`src/rtl/seq_multiplier_if.sv`:
```
// Operand/product handshake bundle for the iterative multiplier.
// The master side issues operands and consumes the product.
interface seq_multiplier_if #(
  parameter int WIDTH = 32
);
  logic                 in_valid;
  logic                 in_ready;
  logic [WIDTH-1:0]     a;
  logic [WIDTH-1:0]     b;
  logic                 a_signed;
  logic                 b_signed;
  logic                 out_valid;
  logic                 out_ready;
  logic [2*WIDTH-1:0]   product;

  modport master (
    output in_valid, a, b, a_signed, b_signed, out_ready,
    input  in_ready, out_valid, product
  );

  modport slave (
    input  in_valid, a, b, a_signed, b_signed, out_ready,
    output in_ready, out_valid, product
  );
endinterface

```
`src/rtl/seq_multiplier.sv`:
```
// Radix-2 shift-add multiplier: magnitudes are multiplied over WIDTH cycles
// through a single WIDTH-bit adder, then the sign is applied in one fix-up cycle.
module seq_multiplier #(
  parameter int WIDTH = 32
) (
  input  logic            clk,
  input  logic            rst,
  input  logic            flush,
  seq_multiplier_if.slave bus
);
  localparam int CW = $clog2(WIDTH);

  typedef enum logic [1:0] {IDLE, CALC, FIX, DONE} state_t;

  state_t               state, state_nxt;
  logic [CW-1:0]        count;
  logic [WIDTH-1:0]     mcand;
  logic [WIDTH-1:0]     hi;
  logic [WIDTH-1:0]     lo;
  logic                 neg;
  logic [2*WIDTH-1:0]   prod_q;
  logic [WIDTH-1:0]     add_in2;
  logic [WIDTH-1:0]     add_sum;
  logic                 add_cout;
  logic                 accept;
  logic                 last_step;

  function automatic logic [WIDTH-1:0] magnitude(input logic [WIDTH-1:0] v,
                                                 input logic             sgn);
    // The most negative value maps to 2^(WIDTH-1), which still fits unsigned.
    return (sgn && v[WIDTH-1]) ? (~v + WIDTH'(1)) : v;
  endfunction

  function automatic logic [2*WIDTH-1:0] negate(input logic [2*WIDTH-1:0] v);
    return ~v + (2*WIDTH)'(1);
  endfunction

  assign accept    = (state == IDLE) && bus.in_valid && !flush;
  assign last_step = (count == CW'(WIDTH - 1));

  // A clear multiplier bit adds zero, leaving the high half unchanged.
  assign add_in2 = lo[0] ? mcand : '0;

  adder #(.WIDTH(WIDTH)) u_adder (
    .cin  (1'b0),
    .in1  (hi),
    .in2  (add_in2),
    .out  (add_sum),
    .cout (add_cout)
  );

  always_comb begin
    state_nxt = state;
    case (state)
      IDLE: if (bus.in_valid)  state_nxt = CALC;
      CALC: if (last_step)     state_nxt = FIX;
      FIX:                     state_nxt = DONE;
      DONE: if (bus.out_ready) state_nxt = IDLE;
      default:                 state_nxt = IDLE;
    endcase
    if (flush) state_nxt = IDLE;
  end

  always_ff @(posedge clk or posedge rst) begin
    if (rst) begin
      state <= IDLE;
      count <= '0;
    end else begin
      state <= state_nxt;
      if (accept)
        count <= '0;
      else if (state == CALC)
        count <= count + CW'(1);
    end
  end

  // Operand/accumulator stage: {cout, hi, lo} shifts right once per CALC cycle.
  always_ff @(posedge clk) begin
    if (accept) begin
      mcand <= magnitude(bus.a, bus.a_signed);
      lo    <= magnitude(bus.b, bus.b_signed);
      hi    <= '0;
      neg   <= (bus.a_signed & bus.a[WIDTH-1]) ^ (bus.b_signed & bus.b[WIDTH-1]);
    end else if (state == CALC) begin
      hi <= {add_cout, add_sum[WIDTH-1:1]};
      lo <= {add_sum[0], lo[WIDTH-1:1]};
    end
  end

  // Fix-up stage: sign applied to the full-width magnitude product.
  always_ff @(posedge clk or posedge rst) begin
    if (rst)
      prod_q <= '0;
    else if (state == FIX && !flush)
      prod_q <= neg ? negate({hi, lo}) : {hi, lo};
  end

  assign bus.in_ready  = (state == IDLE);
  assign bus.out_valid = (state == DONE);
  assign bus.product   = prod_q;
endmodule

module adder #(
  parameter int WIDTH = 32
) (
  input  logic             cin,
  input  logic [WIDTH-1:0] in1,
  input  logic [WIDTH-1:0] in2,
  output logic [WIDTH-1:0] out,
  output logic             cout
);
  assign {cout, out} = {1'b0, in1} + {1'b0, in2} + {{WIDTH{1'b0}}, cin};
endmodule

```
`src/flat_wrapper.sv`:
```
// flat-port wrapper written by rule: the top's interface ports become plain ports
module seq_multiplier_flat 
#(
  parameter int WIDTH = 32
)
  (clk, rst, flush, bus_in_valid, bus_a, bus_b, bus_a_signed, bus_b_signed, bus_out_ready, bus_in_ready, bus_out_valid, bus_product);
  seq_multiplier_if #(.WIDTH(WIDTH)) bus_i ();
  input  logic clk;
  input  logic rst;
  input  logic flush;
  input wire logic [$bits(bus_i.in_valid)-1:0] bus_in_valid;
  input wire logic [$bits(bus_i.a)-1:0] bus_a;
  input wire logic [$bits(bus_i.b)-1:0] bus_b;
  input wire logic [$bits(bus_i.a_signed)-1:0] bus_a_signed;
  input wire logic [$bits(bus_i.b_signed)-1:0] bus_b_signed;
  input wire logic [$bits(bus_i.out_ready)-1:0] bus_out_ready;
  output wire logic [$bits(bus_i.in_ready)-1:0] bus_in_ready;
  output wire logic [$bits(bus_i.out_valid)-1:0] bus_out_valid;
  output wire logic [$bits(bus_i.product)-1:0] bus_product;
  assign bus_i.in_valid = bus_in_valid;
  assign bus_i.a = bus_a;
  assign bus_i.b = bus_b;
  assign bus_i.a_signed = bus_a_signed;
  assign bus_i.b_signed = bus_b_signed;
  assign bus_i.out_ready = bus_out_ready;
  assign bus_in_ready = bus_i.in_ready;
  assign bus_out_valid = bus_i.out_valid;
  assign bus_product = bus_i.product;
  seq_multiplier #(.WIDTH(WIDTH)) u_core (.clk(clk), .rst(rst), .flush(flush), .bus(bus_i));
endmodule
```
`config.mk`:
```
export PLATFORM = sky130hd
export DESIGN_NAME = seq_multiplier_flat
export DESIGN_NICKNAME = d
export VERILOG_FILES = /design/src/rtl/seq_multiplier_if.sv /design/src/rtl/seq_multiplier.sv /design/src/flat_wrapper.sv
export SDC_FILE = /design/constraint.sdc
export NUM_CORES = 1
export LEC_CHECK = 0
export CAP_MARGIN = 20
export CORE_MARGIN = 2
export CORE_UTILIZATION = 63
export CTS_BUF_LIST = sky130_fd_sc_hd__clkbuf_2
export DETAILED_ROUTE_END_ITERATION = 10
export PLACE_DENSITY = 0.95
export SYNTH_ARGS = -nofsm -noshare
export SYNTH_HDL_FRONTEND = slang
export SYNTH_HIERARCHICAL = 1
export SYNTH_SLANG_ARGS = --single-unit
export TNS_END_PERCENT = 10
```
`constraint.sdc`:
```
create_clock -name clk -period 9.5 [get_ports clk]
set_input_delay 1.425 -clock clk [delete_from_list [all_inputs] [get_ports clk]]
set_output_delay 1.425 -clock clk [all_outputs]
set_load 0.01 [all_outputs]
```
---- After elaboration in Yosys (flattened, before gate mapping) ----
Index checks and enable logic that the tools add are counted.
Widths: inputs -> output; s select.
word-level totals
  input port bits ......................... 71
  flip-flop bits (word level) ............. 168
  logic and storage cells ................. 47
  output and inout port bits .............. 66
cells by class
  $add $sub $neg .......................... 5
  reduce and logical (&&, ||, !) cells .... 9
  mux-type cells .......................... 13
  equality and inequality tests ........... 7
  bitwise logic cells ..................... 6
operators by type and width
  operator               number
  $mux 32                5
  $add 32x1->32 const B  2
  $add 64x1->64 const B  1
  $mux 64                1
  $not 32->32            2
  $not 64->64            1
  $add 32x32->33         1
  $mux 5                 2
  $mux 2                 4
  $pmux 2 s4             1
  $ne 3x3->1 const B     2
  $add 5x1->5 const B    1
  $eq 5x5->1 const B     1
  $logic_and 1x1->1      5
  $eq 2x2->1 const B     2
  $ne 3x2->1 const B     1
  $reduce_and 3->1       1
  $and 1x1->1            2
  $eq 2x1->1 const B     1
  $logic_not 2->1        1
  $reduce_bool 2->1      1
  $logic_not 1->1        1
  $xor 1x1->1            1

---- Logic depth before layout (Yosys ltp) ----
Gate-level depths: netlist (run 1).
  word-level depth ........................ 4
  gate-level depth with buffers ........... 13

---- Modules after synthesis ----
Netlist (run 1), hierarchy kept.
modules (own cells, without submodules)
  module          area an instance (um^2)  cells each  seq. area each (um^2)  instances
  seq_multiplier  8984.9                   932         4369.2                 1
  adder           1854.3                   259         0.0                    1

---- Worst setup path after synthesis (run 1) ----
Ideal clock, no wire load.
  path type ............................... input port to flip-flop
  start ................................... input bus_in_valid
  end ..................................... register u_core.mcand[0] (enable)
  path buffers ............................ 2
  slack ................................... 5982 ps
  arrival time ............................ 3107 ps
  cell stages on the path ................. 5
  cells stage by stage .................... nand2_1 or2_2 clkbuf_1 clkinv_1 clkbuf_1
on the way
  word-level cells in the longest chain between the ends .. 2
RTL lines
  element                          RTL line              source
  start, declared                  flat_wrapper.sv:11    input wire logic [$bits(bus_i.in_valid)-1:0] bus_in_valid;
  $logic_and 1x1->1 (2 in series)  seq_multiplier.sv:38  assign accept = (state == IDLE) && bus.in_valid && !flush;
  via u_core.accept                seq_multiplier.sv:25  logic accept;
  end signal, assigned             seq_multiplier.sv:80  mcand <= magnitude(bus.a, bus.a_signed);
  end, declared                    seq_multiplier.sv:17  logic [WIDTH-1:0] mcand;
The timed path passes the listed nets, and every way through them passes these cells.
A chain may end at the register's enable or synchronous reset.

---- Final worst setup path (run 1) ----
  start ................................... register u_core.lo[0]
  end ..................................... register u_core.hi[27]
on the way
  word-level cells in the longest chain between the ends .. 2
RTL lines
  element                 RTL line               source
  start, declared         seq_multiplier.sv:19   logic [WIDTH-1:0] lo;
  start signal, assigned  seq_multiplier.sv:81   lo <= magnitude(bus.b, bus.b_signed);
  start signal, assigned  seq_multiplier.sv:86   lo <= {add_sum[0], lo[WIDTH-1:1]};
  $mux 32                 seq_multiplier.sv:42   assign add_in2 = lo[0] ? mcand : '0;
  via u_core.add_in2[0]   seq_multiplier.sv:22   logic [WIDTH-1:0] add_in2;
  $add 32x32->33          seq_multiplier.sv:112  assign {cout, out} = {1'b0, in1} + {1'b0, in2} + {{WIDTH{1'b0}}, cin};
  via u_core.add_sum[28]  seq_multiplier.sv:23   logic [WIDTH-1:0] add_sum;
  end signal, assigned    seq_multiplier.sv:85   hi <= {add_cout, add_sum[WIDTH-1:1]};
  end, declared           seq_multiplier.sv:18   logic [WIDTH-1:0] hi;
The timed path passes the listed nets, and every way through them passes these cells.

==> results of run 1 <==
==> power breakdown <==
| part | total, uW | internal [uW] | switching [uW] |
|---|---|---|---|
| sequential | 1330 | 1070 | 259 |
| clock | 372 | 120 | 252 |
| combinational | 1710 | 751 | 958 |
| total | 3410 | 1940 | 1470 |
==> worst reg2reg max path: cells and delay by family (launching register included) <==
kind / cells / cell delay, ns
muxes: 1 / 0.14
and+or+nand+nor: 2 / 0.32
AOI/OAI and AO/OA: 7 / 1.70
buffers and inverters: 1 / 0.23
adders and majority gates: 2 / 0.83
DFF: 1 / 0.41
==> path summary, 6_finish.rpt <==
path,startpoint,end,cells past startpoint
worst max-delay path,u_core/lo[0],u_core/hi[27],13
worst max register to register,u_core/lo[0],u_core/hi[27],13
max in group asynchronous,rst,u_core/bus.product[29],3
worst min register to register,u_core/bus.product[19],u_core/bus.product[19],2
min in group asynchronous,rst,u_core/count[4],3
worst min-delay path,u_core/bus.product[19],u_core/bus.product[19],2
==> Yosys cell counts, types with 4 or more instances <==
cell | instances | area share [%]
and2_1 | 37 | 2.1
and3_1 | 5 | 0.29
a211oi_1 | 8 | 0.55
a31oi_1 | 5 | 0.29
buf_1 | 4 | 0.14
inv_1 | 24 | 0.83
xor2_1 | 108 | 8.7
xnor2_1 | 40 | 3.2
a21oi_1 | 57 | 2.6
nand2b_1 | 10 | 0.58
dfrtp_1 | 71 | 16
o21a_1 | 5 | 0.35
edfxtp_1 | 65 | 18
nand4_1 | 12 | 0.69
or4_1 | 14 | 0.97
nand3_1 | 10 | 0.46
a21o_1 | 12 | 0.83
o21ai_1 | 12 | 0.55
mux2i_1 | 37 | 3.4
nor3_1 | 25 | 1.2
dfxtp_1 | 32 | 5.9
nor2b_1 | 4 | 0.23
nor2_1 | 93 | 3.2
clkbuf_1 | 43 | 1.5
o211ai_1 | 4 | 0.28
o41ai_1 | 25 | 2.0
o31ai_1 | 26 | 1.8
o21ai_0 | 129 | 6.0
nor4_1 | 8 | 0.46
nand2_1 | 147 | 5.1
or3_1 | 17 | 0.98
o21bai_1 | 5 | 0.35
ha_1 | 41 | 4.7
==> cells by family (layout without fill, tap and decap cells) <==
group,after synthesis,after routing,synth area share (%)
multiplexers,38,38,3.52
adder cells (fa/ha/maj),43,43,5.10
AO/OA/AOI/OAI,308,308,17.6
buffers and inverters,77,203,2.91
AND/OR/NAND/NOR,408,408,18.6
other,1,2,0.0346
flip-flops,168,168,40.3
XOR/XNOR,148,148,12.0
==> per-layer routing <==
metal,wire length [um],global-route usage (%),share of wire [%],up-vias
met3,2010,4.64,7.5,77
met1,11100,39.0,42,4416
met2,12700,50.0,48,461
li1,-,-,-,4512
met4,850,12.5,3.2,0
met5,0,0,0,-
==> placed cells by master, fill, tap and decap left out, types with 40 or more instances in the layout <==
master	synthesis	routed
nand2_1	147	147
clkdlybuf4s50_1	0	136
o21ai_0	129	129
xor2_1	108	108
nor2_1	93	93
dfrtp_1	71	71
edfxtp_1	65	65
a21oi_1	57	57
xnor2_1	40	40
ha_1	41	40
==> flip-flops by register name, indices dropped and copies added, names as in the netlist <==
register and flops:
u_core/mcand 32, u_core/lo 32, u_core/state 2, u_core/hi 32
u_core/count 5, u_core/neg 1, u_core/bus.product 64
==> metrics by stage <==
step                power, uW  instance area (um^2)  setup slack (ns)
floorplan                2420                 10800              5.98
global placement         2930                 12300              5.20
detailed placement       3020                 12300              4.99
CTS                      3380                 12500              5.83
global route             3640                 12600              5.47
finish                   3410                 12600              5.83
==> final cells by class <==
type                       count  area [um^2]  area share [%]
multi-input combinational    946         6160            49.0
sequential                   168         4370            34.7
timing repair buffer         145         1440            11.5
tap                          220          275            2.19
clock inverter                13          129            1.02
inverter                      26         97.6           0.776
clock buffer                  19         95.1           0.756
antenna                        1         2.50          0.0199
==> impl_metrics.env, run 1 <==
export IMPL_peakVddDrop_uv=168
export IMPL_numPortBuffers=136
export IMPL_worst_ep_arrival_time_ns=4.42
export IMPL_cts_sinks=168
export IMPL_path_buf_inv=1
export IMPL_startpoint_type="register"
export IMPL_slowest_stage="fa_1"
export IMPL_rsz0062_at_grt="false"
export IMPL_core_um2=16700
export IMPL_placedCellCount=1502
export IMPL_criticalPathCategory="reg -> reg"
export IMPL_ys_warn_count=6
export IMPL_grt_max_degree=131
export IMPL_die_area_um2=18300
export IMPL_vias=9466
export IMPL_grt_pass1_vias=9024
export IMPL_syn_avg_cell_area_um2=9.10
export IMPL_cts_tree="built"
export IMPL_dpl_hpwl_mm=20.1
export IMPL_synthFlopType="dfrtp_1"
export IMPL_syn2layout_area_growth_pct=16.0
export IMPL_synth_seq_cells=168
export IMPL_grt_remaining_overflow=0
export IMPL_cpPeakStageDelay_ns=0.42
export IMPL_critPathMaxFanout=35
export IMPL_powerDensity_nw_per_um2=271
export IMPL_layout_nets=1418
export IMPL_cp_cell_sequence="buf_4 -> and2_1 -> fa_1 -> fa_1 -> a21oi_1 -> o32ai_1 -> o211ai_2 -> a21o_1 -> o21ai_2 -> a21o_1 -> a311oi_1 -> mux2i_1 -> nor2_1"
export IMPL_firstDrtPassIters=7
export IMPL_ys_seq_area_share_pct=40.3
export IMPL_clock_path_buffers=2
export IMPL_drcViolationCount=0
export IMPL_cts_inserted_buffers=17
export IMPL_post_cts_setup_buffers=0
export IMPL_routedWlPerCell_um=17.4
export IMPL_r2r_slack_ns=5.83
export IMPL_clock_latency_ns=0.79
export IMPL_die_height_um=135
export IMPL_final_cells=1538
export IMPL_drt_iter0_drc=890
export IMPL_cts_htree_levels=4
export IMPL_fin_skew_ns=0.0380
export IMPL_synth_fp_nets=1305
export IMPL_end_kind="register"
export IMPL_post_route_util_pct=75.3
export IMPL_maxSlewHeadroom_pct=33.7
export IMPL_antenna_left=0
export IMPL_worstMarginPinSlew_ns=0.994
export IMPL_worst_hold_path_type="reg -> reg"
export IMPL_fmax_ghz=0.272
export IMPL_finalHoldViolCount=0
export IMPL_gp_congestion=0.963
export IMPL_period_needed_ns=3.67
export IMPL_start_util_pct=64.9
export IMPL_hold_buffers=0
export IMPL_cts_root_buf="clkbuf_2"
export IMPL_rows=47
export IMPL_status="finished, final reports clean"
export IMPL_grt_usage_pct=29.9
export IMPL_antenna_found_initial=1
export IMPL_tns_ns=0
export IMPL_final_setup_viol_count=0
export IMPL_fin_hold_ws_ns=0.510
export IMPL_syn_area_um2=10800
export IMPL_synth_edf_count=65
export IMPL_vias_per_cell=6.15
export IMPL_pin_count=137
export IMPL_cts_resized_gates=0
export IMPL_synth_cell_types=76
export IMPL_fillers=1141
export IMPL_totalWireLength_mm=26.7
export IMPL_crit_family="compound AO/OA/AOI/OAI gates"
export IMPL_clkTransAtPathRegs_ns=0.24
export IMPL_max_cap_viol_count=0
export IMPL_leakage_uw=0.00522
export IMPL_async_flop_share_pct=42.3
export IMPL_synthCells=1191
export IMPL_slew_viol_final=0
export IMPL_fin_crit_sh_pct=38.7
export IMPL_drive_gt1_share_pct=5.01
export IMPL_grt_pass1_wl_mm=43.5
export IMPL_dieWidth_um=135
export IMPL_critPathRequiredTime_ns=10.25
No activity file was read; power rests on OpenSTA's default activity.
==> run 2, diff against run 1 <==
--- a/config.mk
+++ b/config.mk
@@ -7,10 +7,10 @@
 export LEC_CHECK = 0
 export CAP_MARGIN = 20
 export CORE_MARGIN = 2
-export CORE_UTILIZATION = 63
+export CORE_UTILIZATION = 58
 export CTS_BUF_LIST = sky130_fd_sc_hd__clkbuf_2
 export DETAILED_ROUTE_END_ITERATION = 10
-export PLACE_DENSITY = 0.95
+export PLACE_DENSITY = 0.94
 export SYNTH_ARGS = -nofsm -noshare
 export SYNTH_HDL_FRONTEND = slang
 export SYNTH_HIERARCHICAL = 1
==> constraint.sdc (replaced) <==
create_clock -name clk -period 3.4 [get_ports clk]
set_input_delay 0.51 -clock clk [delete_from_list [all_inputs] [get_ports clk]]
set_output_delay 0.51 -clock clk [all_outputs]
set_load 0.01 [all_outputs]
==> run 2 against run 1 <==
Against the previous run:
- setup slack worse by 5.7 ns
- clock-buffer cell count is 2 higher
- clock skew is 0.012 ns higher
- final cell count is 1.2% higher
- sequential power grew to 2.8 times the previous value
- global-route usage is 2.3 points lower
- largest cell class unchanged
==> impl_metrics.env, run 2 (synthesis gave the netlist of run 1 again) <==
export IMPL_dpl_hpwl_mm=20.6
export IMPL_tns_ns=0
export IMPL_grt_pass1_wl_mm=44.0
export IMPL_finalHoldViolCount=0
export IMPL_timing_rr_end="u_core/hi[25]"
export IMPL_worst_ep_arrival_time_ns=3.98
export IMPL_cts_htree_levels=4
export IMPL_grt_max_degree=72
export IMPL_fmax_ghz=0.304
export IMPL_cts_inserted_buffers=17
export IMPL_p_sw_share_pct=43.2
export IMPL_core_um2=18100
export IMPL_p_sw_uw=4200
export IMPL_die_height_um=141
export IMPL_antenna_found_initial=1
export IMPL_totalWireLength_mm=27.4
export IMPL_critPathMaxFanout=5
export IMPL_firstDrtPassIters=8
export IMPL_period_needed_ns=3.29
export IMPL_rows=49
export IMPL_r2r_start="u_core/lo[0]"
export IMPL_clock_latency_ns=0.80
export IMPL_die_area_um2=19800
export IMPL_critPathRequiredTime_ns=4.09
export IMPL_clock_path_buffers=2
export IMPL_max_cap_viol_count=0
export IMPL_place_area_um2=12400
export IMPL_seqPwrFrac_pct=38.6
export IMPL_internal_power_uw=5530
export IMPL_drive_gt1_share_pct=6.71
export IMPL_hold_buffers=0
export IMPL_end_kind="register"
export IMPL_grt_usage_pct=27.6
export IMPL_numPortBuffers=136
export IMPL_drcViolationCount=0
export IMPL_startpoint_type="register"
export IMPL_final_common_cell="nand2_1"
export IMPL_fin_total_pwr_uw=9730
export IMPL_combPwrFrac_pct=50.4
export IMPL_vias_per_cell=6.09
export IMPL_criticalPathCategory="reg -> reg"
export IMPL_start_util_pct=59.7
export IMPL_fillers=1385
export IMPL_final_setup_viol_count=0
export IMPL_status="finished, final reports clean"
export IMPL_pin_count=137
export IMPL_r2r_slack_ns=0.11
export IMPL_dieWidth_um=141
export IMPL_slew_viol_final=0
export IMPL_routedWlPerCell_um=17.6
export IMPL_cts_sinks=168
export IMPL_maxSlewHeadroom_pct=40.8
export IMPL_peakVddDrop_uv=309
export IMPL_worst_hold_path_type="in -> async"
export IMPL_post_route_util_pct=70.2
export IMPL_pwr_share_clk_pct=11.0
export IMPL_clkTransAtPathRegs_ns=0.28
export IMPL_gp_congestion=0.908
export IMPL_layout_nets=1428
export IMPL_cts_root_buf="clkbuf_2"
export IMPL_fin_hold_ws_ns=0.263
export IMPL_drt_iter0_drc=805
export IMPL_antenna_left=0
export IMPL_r2r_cells=13
export IMPL_cts_tree="built"
export IMPL_final_area_um2=12700
export IMPL_grt_pass1_vias=8950
export IMPL_grt_remaining_overflow=0
export IMPL_powerDensity_nw_per_um2=764
export IMPL_final_cell_mix="147 x nand2_1, 136 x clkdlybuf4s50_1, 129 x o21ai_0, 108 x xor2_1, 93 x nor2_1"
export IMPL_vias=9477
export IMPL_fin_crit_sh_pct=96.8
export IMPL_worstMarginPinSlew_ns=0.888
export IMPL_largest_reg_flops=64
export IMPL_fin_skew_ns=0.0498
export IMPL_leakage_uw=0.00527
export IMPL_syn2layout_area_growth_pct=17.5
[run 2: cell types whose count changed in the layout (fill, tap and decap cells not counted), sizes merged]
| cell | change |
|---|---|
| inv | +1 |
| clkinvlp | -2 |
| clkinv | -1 |
| buf | +10 |
| clkbuf | +2 |
[run 2: through the flow]
step                      cells  worst slack (ns)
after detailed placement   1522             0.101
after global routing       1557           -0.0389
final                      1557             0.107
after global placement     1522             0.223
after CTS                  1554            0.0222
after floorplan            1191             0.392
[run 2: worst max-delay path by stage]
| stage | from | to |
|---|---|---|
| floorplan | u_core/lo[0] | u_core/hi[27] |
| global placement | u_core/lo[0] | u_core/hi[27] |
| detailed placement | u_core/lo[0] | u_core/hi[27] |
| CTS | u_core/lo[0] | u_core/hi[27] |
| global route | u_core/lo[0] | u_core/hi[27] |
| finish | u_core/lo[0] | u_core/hi[25] |
[run 2: cell type report]
cell class / count / area [um^2] / area share, %
tap: 229 / 287 / 2.25
multi-input combinational: 946 / 6230 / 48.9
inverter: 26 / 97.6 / 0.766
sequential: 168 / 4370 / 34.3
clock buffer: 21 / 105 / 0.825
clock inverter: 11 / 126 / 0.992
timing repair buffer: 155 / 1520 / 11.9
antenna: 1 / 2.50 / 0.0196
[run 2: worst max-delay path, cell delays in order (launching register included)]
cell	delay, ns
edfxtp_1	0.49
and2_1	0.19
fa_1	0.43
fa_2	0.39
a21oi_2	0.23
o32ai_2	0.15
o211ai_2	0.30
buf_4	0.18
a2111oi_4	0.06
a211oi_1	0.36
o21bai_2	0.11
xor2_1	0.14
mux2i_1	0.14
nor2_1	0.05
[run 2: what timing repair did]
item	CTS	global route
endpoints found under the setup margin	0	7
setup buffers	0	2
resized for setup	0	14
[run 2: layer usage]
metal	wire, um	vias to the layer above	global-route usage, %
li1	-	4521	-
met3	2360	53	4.59
met4	584	0	8.95
met1	11500	4412	37.0
met5	0	-	0
met2	13000	491	46.0
[run 2: power groups by stage]
stage / logic [uW] / registers (uW) / clock network (uW)
6_report: 4910 / 3760 / 1070
5_1_grt: 5370 / 3850 / 1160
4_1_cts: 4760 / 3730 / 1080
3_5_place_dp: 4730 / 3780 / 0
3_3_place_gp: 4550 / 3720 / 0
2_1_floorplan: 3060 / 3710 / 0
==> RTL edit, RTL diff (config.mk and constraints of run 2) <==
The 4 states of `state_t` get a one-hot encoding in 4 bits.
--- a/src/rtl/seq_multiplier.sv
+++ b/src/rtl/seq_multiplier.sv
@@ -12,3 +12,3 @@
 
-  typedef enum logic [1:0] {IDLE, CALC, FIX, DONE} state_t;
+  typedef enum logic [3:0] {IDLE = 4'b0001, CALC = 4'b0010, FIX = 4'b0100, DONE = 4'b1000} state_t;
 
Behaviour: same outputs for any inputs over 10 cycles, from zero or initial values and one cycle with rst high; not proved beyond that.
==> RTL edit against run 2 <==
Critical path depth shrank 4. Worst setup slack better by 0.058 ns. Final area grew 1.6%. Area after synthesis increased by 2.3%. Count of clock-buffer cells in the layout shrank 2. Routed wire length rose by 5.2%. Sequential cell count is 2 higher. Critical path type unchanged. Largest cell class unchanged. Highest routed layer is now met5.
Power is not compared: it rests on default switching activity, and its combinational part moved more than twofold at a synthesized area within 25%.
==> RTL edit: results (changes against run 2) <==
status: "finished clean"  # unchanged
ir_drop_mv: 0.216
ys_seq_area_share_pct: 39.9  # was 40.3%
hold_path.class: "in -> reg"  # was in -> async
h-tree-depth: 4  # unchanged
nets: 1500  # was 1428
synth_edf_count: 65  # unchanged
setup_ws_ns: 0.165  # was 0.107 ns
grt_pass1_vias: 9563  # was 8950
relSlewSlack_pct: 47.6  # was 40.8%
drt-initial-drc-count: 1381  # was 805
synth_top_cells_by_count: "nand2_1, o21ai_0, xor2_1, a21oi_1, dfrtp_1"  # was nand2_1, o21ai_0, xor2_1, nor2_1, dfrtp_1
synth_warnings: 6  # unchanged
grt_max_degree: 66  # was 72
p_comb_mw: 1.31
wl_mm: 28.8  # was 27.4 mm
largest_reg_flops: 64  # unchanged
place_congestion: 0.965  # was 0.908
placed_area_um2: 12700  # was 12400 µm²
post_cts.repair.setup_buffers: 0  # unchanged
fin_worst_skew_ns: 0.0580  # was 0.0498 ns
grt_pass1_wl_mm: 47.4  # was 44.0 mm
synth_area_leaders: "edfxtp_1, dfrtp_1, xor2_1"  # unchanged
drive_gt1_share_pct: 7.12  # was 6.71%
p_leak_nw: 5.28
antenna_found_initial: 2  # was 1
power_frac_seq_pct: 51.9
numCtsBuffers: 17  # unchanged
first_pass_iters: 5  # was 8
fillerInstances: 1415  # was 1385
vias: 10126  # was 9477
root_buffer: "clkbuf_2"  # unchanged
cpPeakStageDelay_ns: 0.51  # was 0.49 ns
path_clk_slew_ns: 0.27
drv_slew: 0  # unchanged
crit_fanout: 33  # was 5
dp_hpwl_mm: 21.8  # was 20.6 mm
hold_ws_ns: 0.297  # was 0.263 ns
clockBufferDepth: 2  # unchanged
port_buffers: 136  # unchanged
preCtsSetupSlack_ns: 0.294  # was 0.101 ns
track_usage_pct: 29.3  # was 27.6%
async_flop_share_pct: 42.9  # was 42.3%
synth_fp_nets: 1377  # was 1305
crit_arrival_ns: 3.92  # was 3.98 ns
internal_power_mw: 3.01
postRouteAntennaNets: 0  # unchanged
clk_latency_ns: 0.79
synth_top_flop_cell: "dfrtp_1"  # unchanged
yosys.cell_types.count: 79  # was 76
cp_slowest_cell: "or4b_1"  # was edfxtp_1
==> RTL edit: changes by cell type in the layout (fill, tap and decap cells not counted), moves of 6 or more <==
cell | before | now
buf_4 | 17 | 28
or3_1 | 17 | 28
mux2i_1 | 37 | 2
o41ai_1 | 25 | 14
a21oi_1 | 56 | 94
xor2_1 | 108 | 102
o21ai_1 | 12 | 24
o41ai_2 | 1 | 7
nor2_1 | 93 | 60
nand2_1 | 147 | 221
o21ai_0 | 129 | 115
==> RTL edit: timing repair <==
action | CTS | global route
setup endpoints to repair | 0 | 4
hold buffers | 1 | 0
gates resized for setup | 0 | 3
hold endpoints to repair | 17 | 0
==> RTL edit: kinds of logic after synthesis <==
kind of cell               count (synthesis)  share of synthesized area, %
adders and majority gates                 38                          4.42
xor gates and xnor gates                 146                          11.5
other                                      1                        0.0338
and+or+nand+nor                          482                          21.7
buffers and inverters                     85                          3.15
DFF                                      170                          39.9
AOI/OAI and AO/OA                        344                          19.1
muxes                                      2                         0.180
==> RTL edit: layout make-up <==
class	instances	area [µm²]	share of cell area (%)
inverters	23	86.3	0.667
multi-input cells	1013	6350	49.1
clock buffers	19	95.1	0.735
repair buffers	166	1600	12.4
clock inverters	13	92.6	0.716
diodes	1	2.50	0.0193
flip-flops and latches	170	4420	34.2
well taps	234	293	2.26
==> RTL edit: path summary, 6_finish.rpt <==
| kind | start | to | cells past startpoint |
|---|---|---|---|
| max in group asynchronous | rst | u_core/state[0] | 4 |
| setup reg to reg | u_core/lo[0] | u_core/bus.product[38] | 9 |
| setup / recovery | u_core/lo[0] | u_core/bus.product[38] | 9 |
| min in group asynchronous | rst | u_core/bus.product[40] | 3 |
| hold reg to reg | u_core/hi[31] | u_core/hi[31] | 2 |
| hold / removal | bus_in_valid | u_core/state[0] | 2 |
==> RTL edit: per-stage QoR <==
step           utilization (%)  power (mW)  cells
2_1_floorplan                -        3.32   1268
3_3_place_gp              68.0        3.67   1605
3_5_place_dp              68.0        3.72   1605
4_1_cts                   69.1        4.66   1638
5_1_grt                   69.2        4.92   1639
6_report                  69.2        4.67   1639
==> RTL edit: critical path, delay by kind of cell (launching register included) <==
kind / cells / cell delay (ns)
XOR/XNOR: 1 / 0.22
AND/OR/NAND/NOR: 3 / 1.42
AO/OA/AOI/OAI: 2 / 0.53
flip-flops: 1 / 0.43
buffers and inverters: 2 / 0.36
adder cells (fa/ha/maj): 1 / 0.21
==> RTL edit: routing by layer <==
layer | wire (µm) | share of wire, % | vias up | global-route usage (%)
li1 | - | - | 4797 | -
met1 | 12000 | 42 | 4691 | 40.6
met2 | 13400 | 47 | 563 | 47.1
met3 | 2770 | 9.6 | 73 | 5.08
met4 | 631 | 2.2 | 2 | 9.43
met5 | 9 | 0.031 | - | 0
